<file path="src/rtl/arcade_input_pkg.sv">
// Shared constants, coin FSM state type and SOCD helper for the arcade input conditioner.
package arcade_input_pkg;

  localparam int JOY_RIGHT  = 0;
  localparam int JOY_LEFT   = 1;
  localparam int JOY_DOWN   = 2;
  localparam int JOY_UP     = 3;
  localparam int JOY_FIRE   = 4;
  localparam int JOY_START1 = 5;
  localparam int JOY_START2 = 6;
  localparam int JOY_COIN   = 7;

  // Raw vector: P1 dir/fire in [4:0], P2 dir/fire in [9:5], then start1, start2, coin.
  localparam int RAW_P1_LSB = 0;
  localparam int RAW_P2_LSB = 5;
  localparam int RAW_START1 = 10;
  localparam int RAW_START2 = 11;
  localparam int RAW_COIN   = 12;
  localparam int RAW_W      = 13;

  typedef enum logic [1:0] {
    IDLE  = 2'd0,
    PULSE = 2'd1,
    GAP   = 2'd2
  } coin_state_t;

  // Opposite directions pressed together cancel each other out.
  function automatic logic [4:0] socd_clean(input logic [4:0] v);
    logic [4:0] r;
    r = v;
    if (v[JOY_UP] && v[JOY_DOWN]) begin
      r[JOY_UP]   = 1'b0;
      r[JOY_DOWN] = 1'b0;
    end
    if (v[JOY_LEFT] && v[JOY_RIGHT]) begin
      r[JOY_LEFT]  = 1'b0;
      r[JOY_RIGHT] = 1'b0;
    end
    return r;
  endfunction

endpackage

</file>
<file path="src/rtl/arcade_input_cond_if.sv">
// Joystick words in, conditioned player controls out, grouped as one bundle.
interface arcade_input_cond_if;
  import arcade_input_pkg::*;

  // No handshake: every signal is a level, sampled by the conditioner on each
  // clk_sys edge; there is no valid/ready pairing and no back-pressure.
  logic [15:0] joystick_0;
  logic [15:0] joystick_1;
  logic        cocktail;
  logic        vblank;
  logic        up1, down1, left1, right1, fire1;
  logic        up2, down2, left2, right2, fire2;
  logic        start1, start2;
  logic        coin1;

  modport master (
    output joystick_0, joystick_1, cocktail, vblank,
    input  up1, down1, left1, right1, fire1,
    input  up2, down2, left2, right2, fire2,
    input  start1, start2, coin1
  );

  modport slave (
    input  joystick_0, joystick_1, cocktail, vblank,
    output up1, down1, left1, right1, fire1,
    output up2, down2, left2, right2, fire2,
    output start1, start2, coin1
  );
endinterface

</file>
<file path="src/rtl/input_debounce.sv">
// Sampled debouncer: a bit only changes after two consecutive equal samples, one per tick.
module input_debounce #(
  parameter int WIDTH    = 13,
  parameter int DEB_TICK = 12000
) (
  input  logic             clk_sys,
  input  logic             reset_n,
  input  logic [WIDTH-1:0] raw,
  output logic [WIDTH-1:0] deb
);

  localparam int CW = (DEB_TICK > 1) ? $clog2(DEB_TICK) : 1;
  localparam logic [CW-1:0] TICK_LAST = CW'(DEB_TICK - 1);

  logic [CW-1:0]    cnt_q, cnt_d;
  logic [WIDTH-1:0] samp_q, samp_d;
  logic [WIDTH-1:0] deb_q, deb_d;
  logic [WIDTH-1:0] stable;
  logic             tick;

  always_comb begin
    tick   = (cnt_q == TICK_LAST);
    cnt_d  = tick ? '0 : cnt_q + CW'(1);
    stable = ~(raw ^ samp_q);
    samp_d = samp_q;
    deb_d  = deb_q;
    if (tick) begin
      samp_d = raw;
      deb_d  = (raw & stable) | (deb_q & ~stable);
    end
  end

  always_ff @(posedge clk_sys or negedge reset_n) begin
    if (!reset_n) begin
      cnt_q  <= '0;
      samp_q <= '0;
      deb_q  <= '0;
    end else begin
      cnt_q  <= cnt_d;
      samp_q <= samp_d;
      deb_q  <= deb_d;
    end
  end

  assign deb = deb_q;

endmodule

</file>
<file path="src/rtl/arcade_input_cond.sv">
// Pad mapping, debounce, SOCD cleanup, vblank frame latch and rate-limited coin pulse shaping.
module arcade_input_cond
  import arcade_input_pkg::*;
#(
  parameter int DEB_TICK    = 12000,
  parameter int COIN_FRAMES = 3,
  parameter int COIN_GAP    = 6
) (
  input  logic                clk_sys,
  input  logic                reset_n,
  arcade_input_cond_if.slave  io,
  output coin_state_t         coin_state_dbg
);

  localparam logic [3:0] CF = 4'(COIN_FRAMES);
  localparam logic [3:0] CG = 4'(COIN_GAP);

  logic [7:0]       pad_or;
  logic [4:0]       p1_src, p2_src;
  logic [RAW_W-1:0] raw, deb;
  logic             unused_hi;

  // Cocktail selects per-pad players; otherwise both players see either pad.
  always_comb begin
    pad_or = io.joystick_0[7:0] | io.joystick_1[7:0];
    p1_src = io.cocktail ? io.joystick_0[4:0] : pad_or[4:0];
    p2_src = io.cocktail ? io.joystick_1[4:0] : pad_or[4:0];
    raw                   = '0;
    raw[RAW_P1_LSB +: 5]  = p1_src;
    raw[RAW_P2_LSB +: 5]  = p2_src;
    raw[RAW_START1]       = pad_or[JOY_START1];
    raw[RAW_START2]       = pad_or[JOY_START2];
    raw[RAW_COIN]         = pad_or[JOY_COIN];
  end

  assign unused_hi = ^{io.joystick_0[15:8], io.joystick_1[15:8]};

  input_debounce #(
    .WIDTH    (RAW_W),
    .DEB_TICK (DEB_TICK)
  ) u_debounce (
    .clk_sys (clk_sys),
    .reset_n (reset_n),
    .raw     (raw),
    .deb     (deb)
  );

  logic        vprev_q, vprev_d;
  logic        cprev_q, cprev_d;
  logic [9:0]  lat_q, lat_d;
  logic [1:0]  start_q, start_d;
  logic        vb_edge, coin_edge;

  always_comb begin
    vb_edge   = io.vblank & ~vprev_q;
    coin_edge = deb[RAW_COIN] & ~cprev_q;
    vprev_d   = io.vblank;
    cprev_d   = deb[RAW_COIN];
    start_d   = {deb[RAW_START2], deb[RAW_START1]};
    lat_d     = lat_q;
    if (vb_edge) begin
      lat_d = {socd_clean(deb[RAW_P2_LSB +: 5]), socd_clean(deb[RAW_P1_LSB +: 5])};
    end
  end

  coin_state_t state_q, state_d;
  logic [3:0]  fcnt_q, fcnt_d, fcnt_inc;
  logic        pending_q, pending_d;

  // Counter restarts at 0 on every state change; it only advances on vblank edges.
  always_comb begin
    state_d   = state_q;
    fcnt_d    = fcnt_q;
    pending_d = pending_q;
    fcnt_inc  = fcnt_q + 4'd1;
    case (state_q)
      IDLE: begin
        if (coin_edge) begin
          state_d = PULSE;
          fcnt_d  = 4'd0;
        end
      end
      PULSE: begin
        if (coin_edge) pending_d = 1'b1;
        if (vb_edge) begin
          if (fcnt_inc == CF) begin
            state_d = GAP;
            fcnt_d  = 4'd0;
          end else begin
            fcnt_d = fcnt_inc;
          end
        end
      end
      GAP: begin
        if (coin_edge) pending_d = 1'b1;
        if (vb_edge) begin
          if (fcnt_inc == CG) begin
            fcnt_d    = 4'd0;
            pending_d = 1'b0;
            state_d   = (pending_q || coin_edge) ? PULSE : IDLE;
          end else begin
            fcnt_d = fcnt_inc;
          end
        end
      end
      default: begin
        state_d   = IDLE;
        fcnt_d    = 4'd0;
        pending_d = 1'b0;
      end
    endcase
  end

  always_ff @(posedge clk_sys or negedge reset_n) begin
    if (!reset_n) begin
      vprev_q   <= 1'b0;
      cprev_q   <= 1'b0;
      lat_q     <= '0;
      start_q   <= '0;
      state_q   <= IDLE;
      fcnt_q    <= '0;
      pending_q <= 1'b0;
    end else begin
      vprev_q   <= vprev_d;
      cprev_q   <= cprev_d;
      lat_q     <= lat_d;
      start_q   <= start_d;
      state_q   <= state_d;
      fcnt_q    <= fcnt_d;
      pending_q <= pending_d;
    end
  end

  // coin1 decodes straight from the state flop so reset drops it immediately.
  assign io.coin1  = (state_q == PULSE);
  assign io.start1 = start_q[0];
  assign io.start2 = start_q[1];

  assign io.right1 = lat_q[RAW_P1_LSB + JOY_RIGHT];
  assign io.left1  = lat_q[RAW_P1_LSB + JOY_LEFT];
  assign io.down1  = lat_q[RAW_P1_LSB + JOY_DOWN];
  assign io.up1    = lat_q[RAW_P1_LSB + JOY_UP];
  assign io.fire1  = lat_q[RAW_P1_LSB + JOY_FIRE];
  assign io.right2 = lat_q[RAW_P2_LSB + JOY_RIGHT];
  assign io.left2  = lat_q[RAW_P2_LSB + JOY_LEFT];
  assign io.down2  = lat_q[RAW_P2_LSB + JOY_DOWN];
  assign io.up2    = lat_q[RAW_P2_LSB + JOY_UP];
  assign io.fire2  = lat_q[RAW_P2_LSB + JOY_FIRE];

  assign coin_state_dbg = state_q;

endmodule

</file>
<file path="src/flat_wrapper.sv">
// flat-port wrapper written by rule: the top's interface ports become plain ports
module arcade_input_cond_flat import arcade_input_pkg::*;
#(
  parameter int DEB_TICK    = 12000,
  parameter int COIN_FRAMES = 3,
  parameter int COIN_GAP    = 6
)
  (clk_sys, reset_n, coin_state_dbg, io_joystick_0, io_joystick_1, io_cocktail, io_vblank, io_up1, io_down1, io_left1, io_right1, io_fire1, io_up2, io_down2, io_left2, io_right2, io_fire2, io_start1, io_start2, io_coin1);
  arcade_input_cond_if io_i ();
  input  logic clk_sys;
  input  logic reset_n;
  output coin_state_t coin_state_dbg;
  input wire logic [$bits(io_i.joystick_0)-1:0] io_joystick_0;
  input wire logic [$bits(io_i.joystick_1)-1:0] io_joystick_1;
  input wire logic [$bits(io_i.cocktail)-1:0] io_cocktail;
  input wire logic [$bits(io_i.vblank)-1:0] io_vblank;
  output wire logic [$bits(io_i.up1)-1:0] io_up1;
  output wire logic [$bits(io_i.down1)-1:0] io_down1;
  output wire logic [$bits(io_i.left1)-1:0] io_left1;
  output wire logic [$bits(io_i.right1)-1:0] io_right1;
  output wire logic [$bits(io_i.fire1)-1:0] io_fire1;
  output wire logic [$bits(io_i.up2)-1:0] io_up2;
  output wire logic [$bits(io_i.down2)-1:0] io_down2;
  output wire logic [$bits(io_i.left2)-1:0] io_left2;
  output wire logic [$bits(io_i.right2)-1:0] io_right2;
  output wire logic [$bits(io_i.fire2)-1:0] io_fire2;
  output wire logic [$bits(io_i.start1)-1:0] io_start1;
  output wire logic [$bits(io_i.start2)-1:0] io_start2;
  output wire logic [$bits(io_i.coin1)-1:0] io_coin1;
  assign io_i.joystick_0 = io_joystick_0;
  assign io_i.joystick_1 = io_joystick_1;
  assign io_i.cocktail = io_cocktail;
  assign io_i.vblank = io_vblank;
  assign io_up1 = io_i.up1;
  assign io_down1 = io_i.down1;
  assign io_left1 = io_i.left1;
  assign io_right1 = io_i.right1;
  assign io_fire1 = io_i.fire1;
  assign io_up2 = io_i.up2;
  assign io_down2 = io_i.down2;
  assign io_left2 = io_i.left2;
  assign io_right2 = io_i.right2;
  assign io_fire2 = io_i.fire2;
  assign io_start1 = io_i.start1;
  assign io_start2 = io_i.start2;
  assign io_coin1 = io_i.coin1;
  arcade_input_cond #(.DEB_TICK(DEB_TICK), .COIN_FRAMES(COIN_FRAMES), .COIN_GAP(COIN_GAP)) u_core (.clk_sys(clk_sys), .reset_n(reset_n), .io(io_i), .coin_state_dbg(coin_state_dbg));
endmodule
</file>
<file path="config.mk">
export PLATFORM = sky130hd
export DESIGN_NAME = arcade_input_cond_flat
export DESIGN_NICKNAME = d
export VERILOG_FILES = /design/src/rtl/arcade_input_pkg.sv /design/src/rtl/arcade_input_cond_if.sv /design/src/rtl/input_debounce.sv /design/src/rtl/arcade_input_cond.sv /design/src/flat_wrapper.sv
export SDC_FILE = /design/constraint.sdc
export NUM_CORES = 1
export LEC_CHECK = 0
export ABC_AREA = 1
export CELL_PAD_IN_SITES_DETAIL_PLACEMENT = 0
export CELL_PAD_IN_SITES_GLOBAL_PLACEMENT = 1
export CORE_ASPECT_RATIO = 0.9
export CORE_MARGIN = 3
export CORE_UTILIZATION = 36
export DETAILED_ROUTE_END_ITERATION = 10
export MAX_ROUTING_LAYER = met4
export PLACE_DENSITY_LB_ADDON = 0.3
export SLEW_MARGIN = 10
export SYNTH_ARGS = -nofsm -noshare
export SYNTH_HDL_FRONTEND = slang
export SYNTH_HIERARCHICAL = 1
export SYNTH_SLANG_ARGS = --single-unit
</file>
<file path="constraint.sdc">
create_clock -name clk_sys -period 1.42 [get_ports clk_sys]
set_input_delay 0.142 -clock clk_sys [delete_from_list [all_inputs] [get_ports clk_sys]]
set_output_delay 0.142 -clock clk_sys [all_outputs]
set_load 0.05 [all_outputs]
</file>
# Yosys cells after proc, flatten, opt, wreduce, memory -nomap -nowiden
# Cells that the tools add are included.
# totals
regBits	61
inputBits	36
word_cells	65
# op_classes
add_sub_neg	2
eq_ne	10
mux	24
bitwise_logic	11
n_reduce_logical	8
# op_table
op	count
$and A13 B13 Y13	2
$not A13 Y13	2
$mux W4	5
$mux W2	9
$add A14 B1 Y14 const B	1
$eq A14 B14 Y1 const B	1
$mux W14	1
$or A13 B13 Y13	1
$xor A13 B13 Y13	1
$pmux W4 S3	1
$mux W5	2
$ne A2 B1 Y1 const B	5
$or A8 B8 Y8	1
$pmux W2 S3	1
$reduce_and A5 Y1	1
$add A4 B1 Y4 const B	1
$eq A4 B2 Y1 const B	1
$eq A4 B3 Y1 const B	1
$logic_and A1 B1 Y1	4
$mux W1	4
$pmux W1 S3	1
$reduce_and A3 Y1	1
$and A1 B1 Y1	2
$eq A2 B1 Y1 const B	1
other kinds (4)	5

# Depth between registers and ports, before layout
# Gate-level depths: netlist (run 1).
# depth
depth_word	7
mapped_depth	10
depth_no_buf	10

# By module
# Netlist (run 1), hierarchy kept.
# modules_own_cells
module	instances	cells_per_inst	area_each_um2
input_debounce	1	270	2079.5
arcade_input_cond	1	156	1199.9

# Worst setup path after synthesis (run 1)
# No wires, ideal clock.
# synth_path
path_kind	reg2reg
start	register u_core.state_q[1] (netlist: u_core/coin_state_dbg[1])
end	register u_core.state_q[0] (netlist: u_core/coin_state_dbg[0])
setup_ns	0.118
arrival_time_ns	1.872
setup_slack_ns	-0.570
stages_incl_launch_ff	9
n_path_buf	0
period_less_slack_ns	1.990
cell_sequence	dfrtp_1 inv_1 ha_1 o21ai_1 nand2_2 inv_1 nand3_2 nand2_1 nand2_1
# synth_between
elab_chain_len	3
elab_cells_between_ends	10
cone_classes	eq/ne (7); mux (1); reduce/logical (2)
# synth_lines
item	line_no	source
start: declaration	arcade_input_cond.sv:66	coin_state_t state_q, state_d;
start signal: assignment	arcade_input_cond.sv:128	state_q <= state_d;
$eq A2 B1 Y1 *	--	
net io_coin1	flat_wrapper.sv:29	output wire logic [$bits(io_i.coin1)-1:0] io_coin1;
$ne A2 B1 Y1 (no line)	--	
$reduce_and A5 Y1 (no line)	--	
# The timed path passes the listed nets; every way through them passes the cells marked *.
# A chain may end at the register's enable or synchronous reset.

# Final worst setup path (run 1)
# layout_path
start	register u_core.u_debounce.cnt_q[1]
end	register u_core.u_debounce.cnt_q[6]
# layout_between
elab_chain_len	2
elab_cells_between_ends	3
cone_classes	add/sub (1); eq/ne (1); mux (1)
# layout_lines
item	line_no	source
start: declaration	input_debounce.sv:15	logic [CW-1:0] cnt_q, cnt_d;
start signal: assignment	input_debounce.sv:39	cnt_q <= cnt_d;
$add A14 B1 Y14 or $eq A14 B14 Y1 (tied branches)	input_debounce.sv:23, input_debounce.sv:22	
$mux W14 *	input_debounce.sv:23	cnt_d = tick ? '0 : cnt_q + CW'(1);
net u_core.u_debounce.cnt_d[6]	input_debounce.sv:15	
# Marks and branches as above.

==> results of run 1 <==
repair_timing:
item,CTS,global route
gates cloned,0,2
setup endpoints to repair,14,44
resized for setup,6,50
buffers inserted,1,13
hold buffers,1,0
pin swaps,0,23
hold endpoints to repair,61,0
final timing paths:
check / from / to / slack [ns] / depth (start not counted)
hold / removal: io_vblank / u_core/vprev_q$_DFF_PN0_ / 0.27 / 1
setup / recovery: u_core/u_debounce/cnt_q[1]$_DFF_PN0_ / u_core/u_debounce/cnt_q[6]$_DFF_PN0_ / 0.02 / 7
max in group asynchronous: reset_n / u_core/coin_state_dbg[0]$_DFFE_PN0P_ / 0.79 / 3
min in group asynchronous: reset_n / u_core/lat_q[6]$_DFFE_PN0P_ / 0.34 / 3
setup reg to reg: u_core/u_debounce/cnt_q[1]$_DFF_PN0_ / u_core/u_debounce/cnt_q[6]$_DFF_PN0_ / 0.02 / 7
hold reg to reg: register / u_core/start_q[1]$_DFF_PN0_ / 0.42 / 0
kinds of logic after synthesis:
group	after synthesis	share of synthesized area
AOI/OAI and AO/OA	39	0.07325
xor gates and xnor gates	5	0.01335
adders and majority gates	8	0.03052
buffers and inverters	75	0.09386
DFF	61	0.4655
and+or+nand+nor	238	0.3235
metrics by stage:
stage	hold WS, ns	power [uW]	std cells
floorplan	-0.1536	1838	426
global placement	0.1831	1973	595
detailed placement	0.1789	1975	595
CTS	0.2548	3755	613
global route	0.2834	3854	628
finish	0.2694	3689	628
report_power, final:
group / total (uW) / switching (uW) / internal, uW
logic: 204 / 99.6 / 104
clock network: 1750 / 715 / 1030
registers: 1740 / 0.298 / 1740
total: 3690 / 815 / 2870
routing by layer:
layer | vias up | share of wire | global-route usage
li1 | 1484 | - | -
met1 | 1427 | 0.46 | 0.1952
met2 | 50 | 0.49 | 0.2631
met5 | - | 0 | -
met3 | 8 | 0.039 | 0.05249
met4 | 0 | 0.012 | 0.04579
area by class of cell:
class	instances	area share
Timing Repair Buffer	76	0.1625
Sequential cell	61	0.3382
Multi-Input combinational cell	291	0.3625
Inverter	65	0.05443
Tap cell	119	0.03288
Clock inverter	6	0.01907
Clock buffer	10	0.03040
layout by cell type, fill, tap and decap left out, types with 6 or more instances in the layout:
master           Yosys  routed
buf_6                2      10
clkdlybuf4s50_1      0      18
nand2_4              2      10
o21a_1              13      13
nand3_2              1       6
buf_4                1      39
o21ai_0             13      13
dfrtp_1             61      57
inv_1               61      53
nand2_2              7       8
buf_12               0       6
inv_2                3      10
clkbuf_8             0      10
nand3_1             47      42
nand2_1            135     127
nor2_1              28      28
==> flow_metrics.py, run 1 <==
metrics = {
    "sta": {
        "fin_skew_ns": 0.008195,
        "fin_crit_sh": 0.9872,
        "setup_viol": 0,
        "finalHoldViolCount": 0,
        "max_freq_mhz": 713.3,
        "setup_ws_ns": 0.01814,
        "tightest_slew_ns": 0.3617,
        "drv_slew": 0,
        "period_minus_slack_ns": 1.402,
        "maxSlewHeadroom": 0.7563,
        "tns_ns": 0,
        "rsz0062_at_grt": "true",
    },
    "die": {
        "die_area_um2": 10290,
        "die_h_um": 96.55,
        "start_util": 0.3757,
        "ioPinCount": 51,
        "die_w_um": 106.6,
        "std_cell_rows": 32,
        "coreArea_um2": 8728,
    },
    "power": {
        "p_leak_uw": 0.002284,
        "ir_drop_uv": 428.5,
        "pwr_density_cell_nw_per_um2": 814.6,
    },
    "synth": {
        "synth_top_area_share": 0.4655,
        "synth_edf_count": 0,
        "synthCells": 426,
        "yosysUniqueCellTypes": 28,
        "async_flop_share": 1.000,
        "ys_dominant_reg_cell": "dfrtp_1",
        "avgSynthCellArea_um2": 7.698,
        "synthTopCellsByArea": "dfrtp_1, nand2_1, nand3_1",
        "yosysMostFrequentCell": "nand2_1",
        "ys_seq_area_frac": 0.4655,
        "yosys.area.top_type": "dfrtp_1",
        "yosys_warnings": 6,
        "synth_fp_nets": 470,
        "netlist_area_um2": 3279,
        "netlist_top_cells_count": "nand2_1, dfrtp_1, inv_1",
        "synth-seq-cells": 61,
    },
    "critical_path": {
        "cp_num_buf_inv": 2,
        "start_kind": "register",
        "path_class": "register to register",
        "crit_fanout": 7,
        "cpLargestDelayFamily": "simple AND/OR/NAND/NOR gates",
        "critPathArrivalTime_ns": 1.63,
        "critPathCaptureType": "register",
        "worstPathRequired_ns": 1.65,
        "path_cells": "ha_4, nand3_4, nor3_4, buf_6, nand2_4, inv_2, nor2_1",
        "worst_path_largest_cell_delay_ns": 0.41,
        "slowest_stage": "dfrtp_1",
    },
    "drt": {
        "viasPerCell": 4.728,
        "wirelength_um": 7974,
        "drt_iter0_markers": 130,
        "drc": 0,
        "drt_pass1_iterations": 5,
        "ant_nets": 0,
        "num_vias": 2969,
        "routedWlPerCell_um": 12.70,
    },
    "global_routing": {
        "grt.total_usage": 0.1617,
        "grt_first_pass_wirelength_um": 12760,
        "grt_max_degree": 62,
        "overflow": 0,
        "antenna_found_initial": 0,
        "grt_pass1_vias": 2793,
    },
    "run_status": {
        "status": "finished, final reports clean",
    },
    "worst_hold_path": {
        "hp-class": "input port to register",
    },
    "placed_design": {
        "dpl_cell_area_um2": 3964,
        "pre_cts_ws_ns": -0.02428,
        "hpwl_um": 5156,
        "gp_congestion": 0.7703,
        "portBuffers": 34,
    },
    "finish": {
        "syn_to_final_growth_pct": 38.08,
        "antennaDiodeCount": 0,
        "fin_nets": 548,
        "num-fill-cells": 834,
        "fin_util": 0.5188,
        "fin_area_um2": 4528,
        "regArea_um2": 1531,
        "multi_input_area_um2": 1642,
        "drive_above_1_share": 0.2574,
    },
    "clock_network": {
        "cts_buffer_depth": 2,
        "cts_tree": "yes",
        "path_clk_slew_ns": 0.07,
        "numClockSinks": 61,
        "htree_levels": 3,
        "clock_latency_ns": 0.34,
        "cts_buffers": 9,
        "cts_root_buf": "clkbuf_8",
    },
    "flow_run": {
        "drv_cap": 0,
    },
}
Note: power is estimated with default switching activity, not from simulation.
==> inputs of run 2 (changes only) <==
Settings changed: CORE_UTILIZATION 36 to 30.
==> flow_metrics.py, run 2 (same netlist as run 1, synthesis figures left out) <==
metrics = {
    "placed_design": {
        "hpwl_um": 5119,
        "gp_congestion": 0.7783,
        "place_inst": 608,
        "portBuffers": 34,
        "dpl_cell_area_um2": 3999,
    },
    "run_status": {
        "status": "finished, final reports clean",
    },
    "drt": {
        "num_vias": 2782,
        "viasPerCell": 4.430,
        "routedWlPerCell_um": 11.72,
        "drt_iter0_markers": 122,
        "drt_pass1_iterations": 5,
        "wirelength_um": 7361,
        "ant_nets": 0,
        "drc": 0,
    },
    "sta": {
        "hold_slack_ns": 0.2850,
        "maxSlewHeadroom": 0.7388,
        "rsz0062_at_grt": "true",
        "tightest_slew_ns": 0.3877,
        "setup_viol": 0,
        "drv_slew": 0,
        "fin_skew_ns": 0.009134,
        "period_minus_slack_ns": 1.365,
        "max_freq_mhz": 732.6,
        "fin_crit_sh": 0.9613,
        "finalHoldViolCount": 0,
    },
    "die": {
        "die_area_um2": 12220,
        "ioPinCount": 51,
        "std_cell_rows": 35,
        "die_w_um": 116.2,
        "start_util": 0.3133,
        "coreArea_um2": 10470,
        "die_h_um": 105.2,
    },
    "clock_network": {
        "cts_tree": "yes",
        "clock_latency_ns": 0.32,
        "cts_buffers": 9,
        "cts_buffer_depth": 2,
        "path_clk_slew_ns": 0.06,
        "numClockSinks": 61,
        "cts_root_buf": "clkbuf_16",
        "htree_levels": 3,
    },
    "worst_hold_path": {
        "worstHoldPathCells": 1,
        "hp-class": "input port to register",
    },
    "global_routing": {
        "antenna_found_initial": 0,
        "overflow": 0,
        "grt_max_degree": 62,
        "grt_first_pass_wirelength_um": 12740,
        "grt.total_usage": 0.1342,
        "grt_pass1_vias": 2748,
    },
    "power": {
        "ir_drop_uv": 604.1,
        "p_leak_uw": 0.002218,
        "internal-power_uw": 3430,
        "clockPowerShare": 0.548,
        "power_frac_seq": 0.404,
        "p_sw_frac": 0.2052,
        "switchingPower_uw": 885.2,
        "pwr_density_cell_nw_per_um2": 976.7,
        "total_power_uw": 4315,
        "pwr-share-comb": 0.048,
    },
    "critical_path": {
        "worstRegToRegCells": 10,
        "crit_end": "u_core/fcnt_q[0]$_DFFE_PN0P_",
        "critPathCaptureType": "register",
        "r2r_end": "u_core/fcnt_q[0]$_DFFE_PN0P_",
        "critPathArrivalTime_ns": 1.58,
        "path_class": "register to register",
        "rr_startpoint": "u_core/fcnt_q[1]$_DFFE_PN0P_",
        "cp-startpoint": "u_core/fcnt_q[1]$_DFFE_PN0P_",
        "start_kind": "register",
        "r2r_setup_slack_ns": 0.05,
        "crit_fanout": 4,
        "worstPathRequired_ns": 1.64,
    },
    "finish": {
        "layoutNonFillerInstCount": 628,
        "fin_nets": 538,
        "drive_above_1_share": 0.2124,
        "syn_to_final_growth_pct": 34.72,
        "num-fill-cells": 1055,
        "final_common_cell": "nand2_1",
        "fin_area_um2": 4418,
        "layout_common_cells": "nand2_1, dfrtp_1, inv_1",
        "antennaDiodeCount": 0,
    },
    "flow_run": {
        "drv_cap": 0,
    },
}
-- run 2: cell count changes in the layout (fill, tap and decap cells not counted), sizes merged --
cell	change
buf	-9
nand2	-1
-- run 2: worst max-delay path: stages (launching register included) --
cell	delay (ns)
dfrtp_1	0.37
buf_4	0.14
ha_4	0.15
nand2_1	0.05
nand2_1	0.06
nor2_2	0.14
nand2_2	0.09
nand2_4	0.08
nand2_2	0.06
nand3_2	0.07
nand2_1	0.05
-- run 2: timing repair --
action                     in CTS  in global routing
hold buffers                    1                  0
setup endpoints to repair      33                 42
pin swaps                       0                  2
buffers inserted                0                  3
hold endpoints to repair       61                  0
resized for setup               3                 12
-- run 2: power by group through the flow --
stage	registers, uW	logic, uW	clock network [uW]
after floorplan	1770	65.7	0
after global placement	1770	210	0
after detailed placement	1770	210	0
after CTS	1740	215	2430
after global routing	1740	239	2500
final	1740	209	2360
-- run 2: how the worst min path moves through the flow --
stage / from / endpoint / slack (ns)
2_1_floorplan: reset_n / u_core/coin_state_dbg[0]$_DFFE_PN0P_ / -0.15
3_3_place_gp: reset_n / u_core/lat_q[5]$_DFFE_PN0P_ / 0.19
3_5_place_dp: reset_n / u_core/lat_q[6]$_DFFE_PN0P_ / 0.18
4_1_cts: io_vblank / u_core/vprev_q$_DFF_PN0_ / 0.28
5_1_grt: io_vblank / u_core/vprev_q$_DFF_PN0_ / 0.29
6_report: io_vblank / u_core/vprev_q$_DFF_PN0_ / 0.28
-- run 2: routing by layer --
metal	GRT usage	wire length (um)
met5	-	0
met4	0.03977	67
met3	0.03648	277
met2	0.2054	3356
met1	0.1740	3660
-- run 2: through the flow --
step,utilization,worst slack (ns),setup TNS [ns]
after floorplan,-,-0.07602,-0.2319
after global placement,0.3821,-0.03129,-0.1427
after detailed placement,0.3821,-0.05752,-0.3793
after CTS,0.4149,-0.02571,-0.06279
after global routing,0.4221,-0.04229,-0.3956
final,0.4221,0.05492,0
-- run 2: final cells by class --
cell class | count | area (um2) | share of cell area
Sequential cell | 61 | 1530 | 0.3464
Multi-Input combinational cell | 290 | 1526 | 0.3455
Timing Repair Buffer | 67 | 630.6 | 0.1427
Inverter | 65 | 244.0 | 0.05523
Clock buffer | 10 | 239.0 | 0.05409
Tap cell | 129 | 161.4 | 0.03653
Clock inverter | 6 | 86.33 | 0.01954
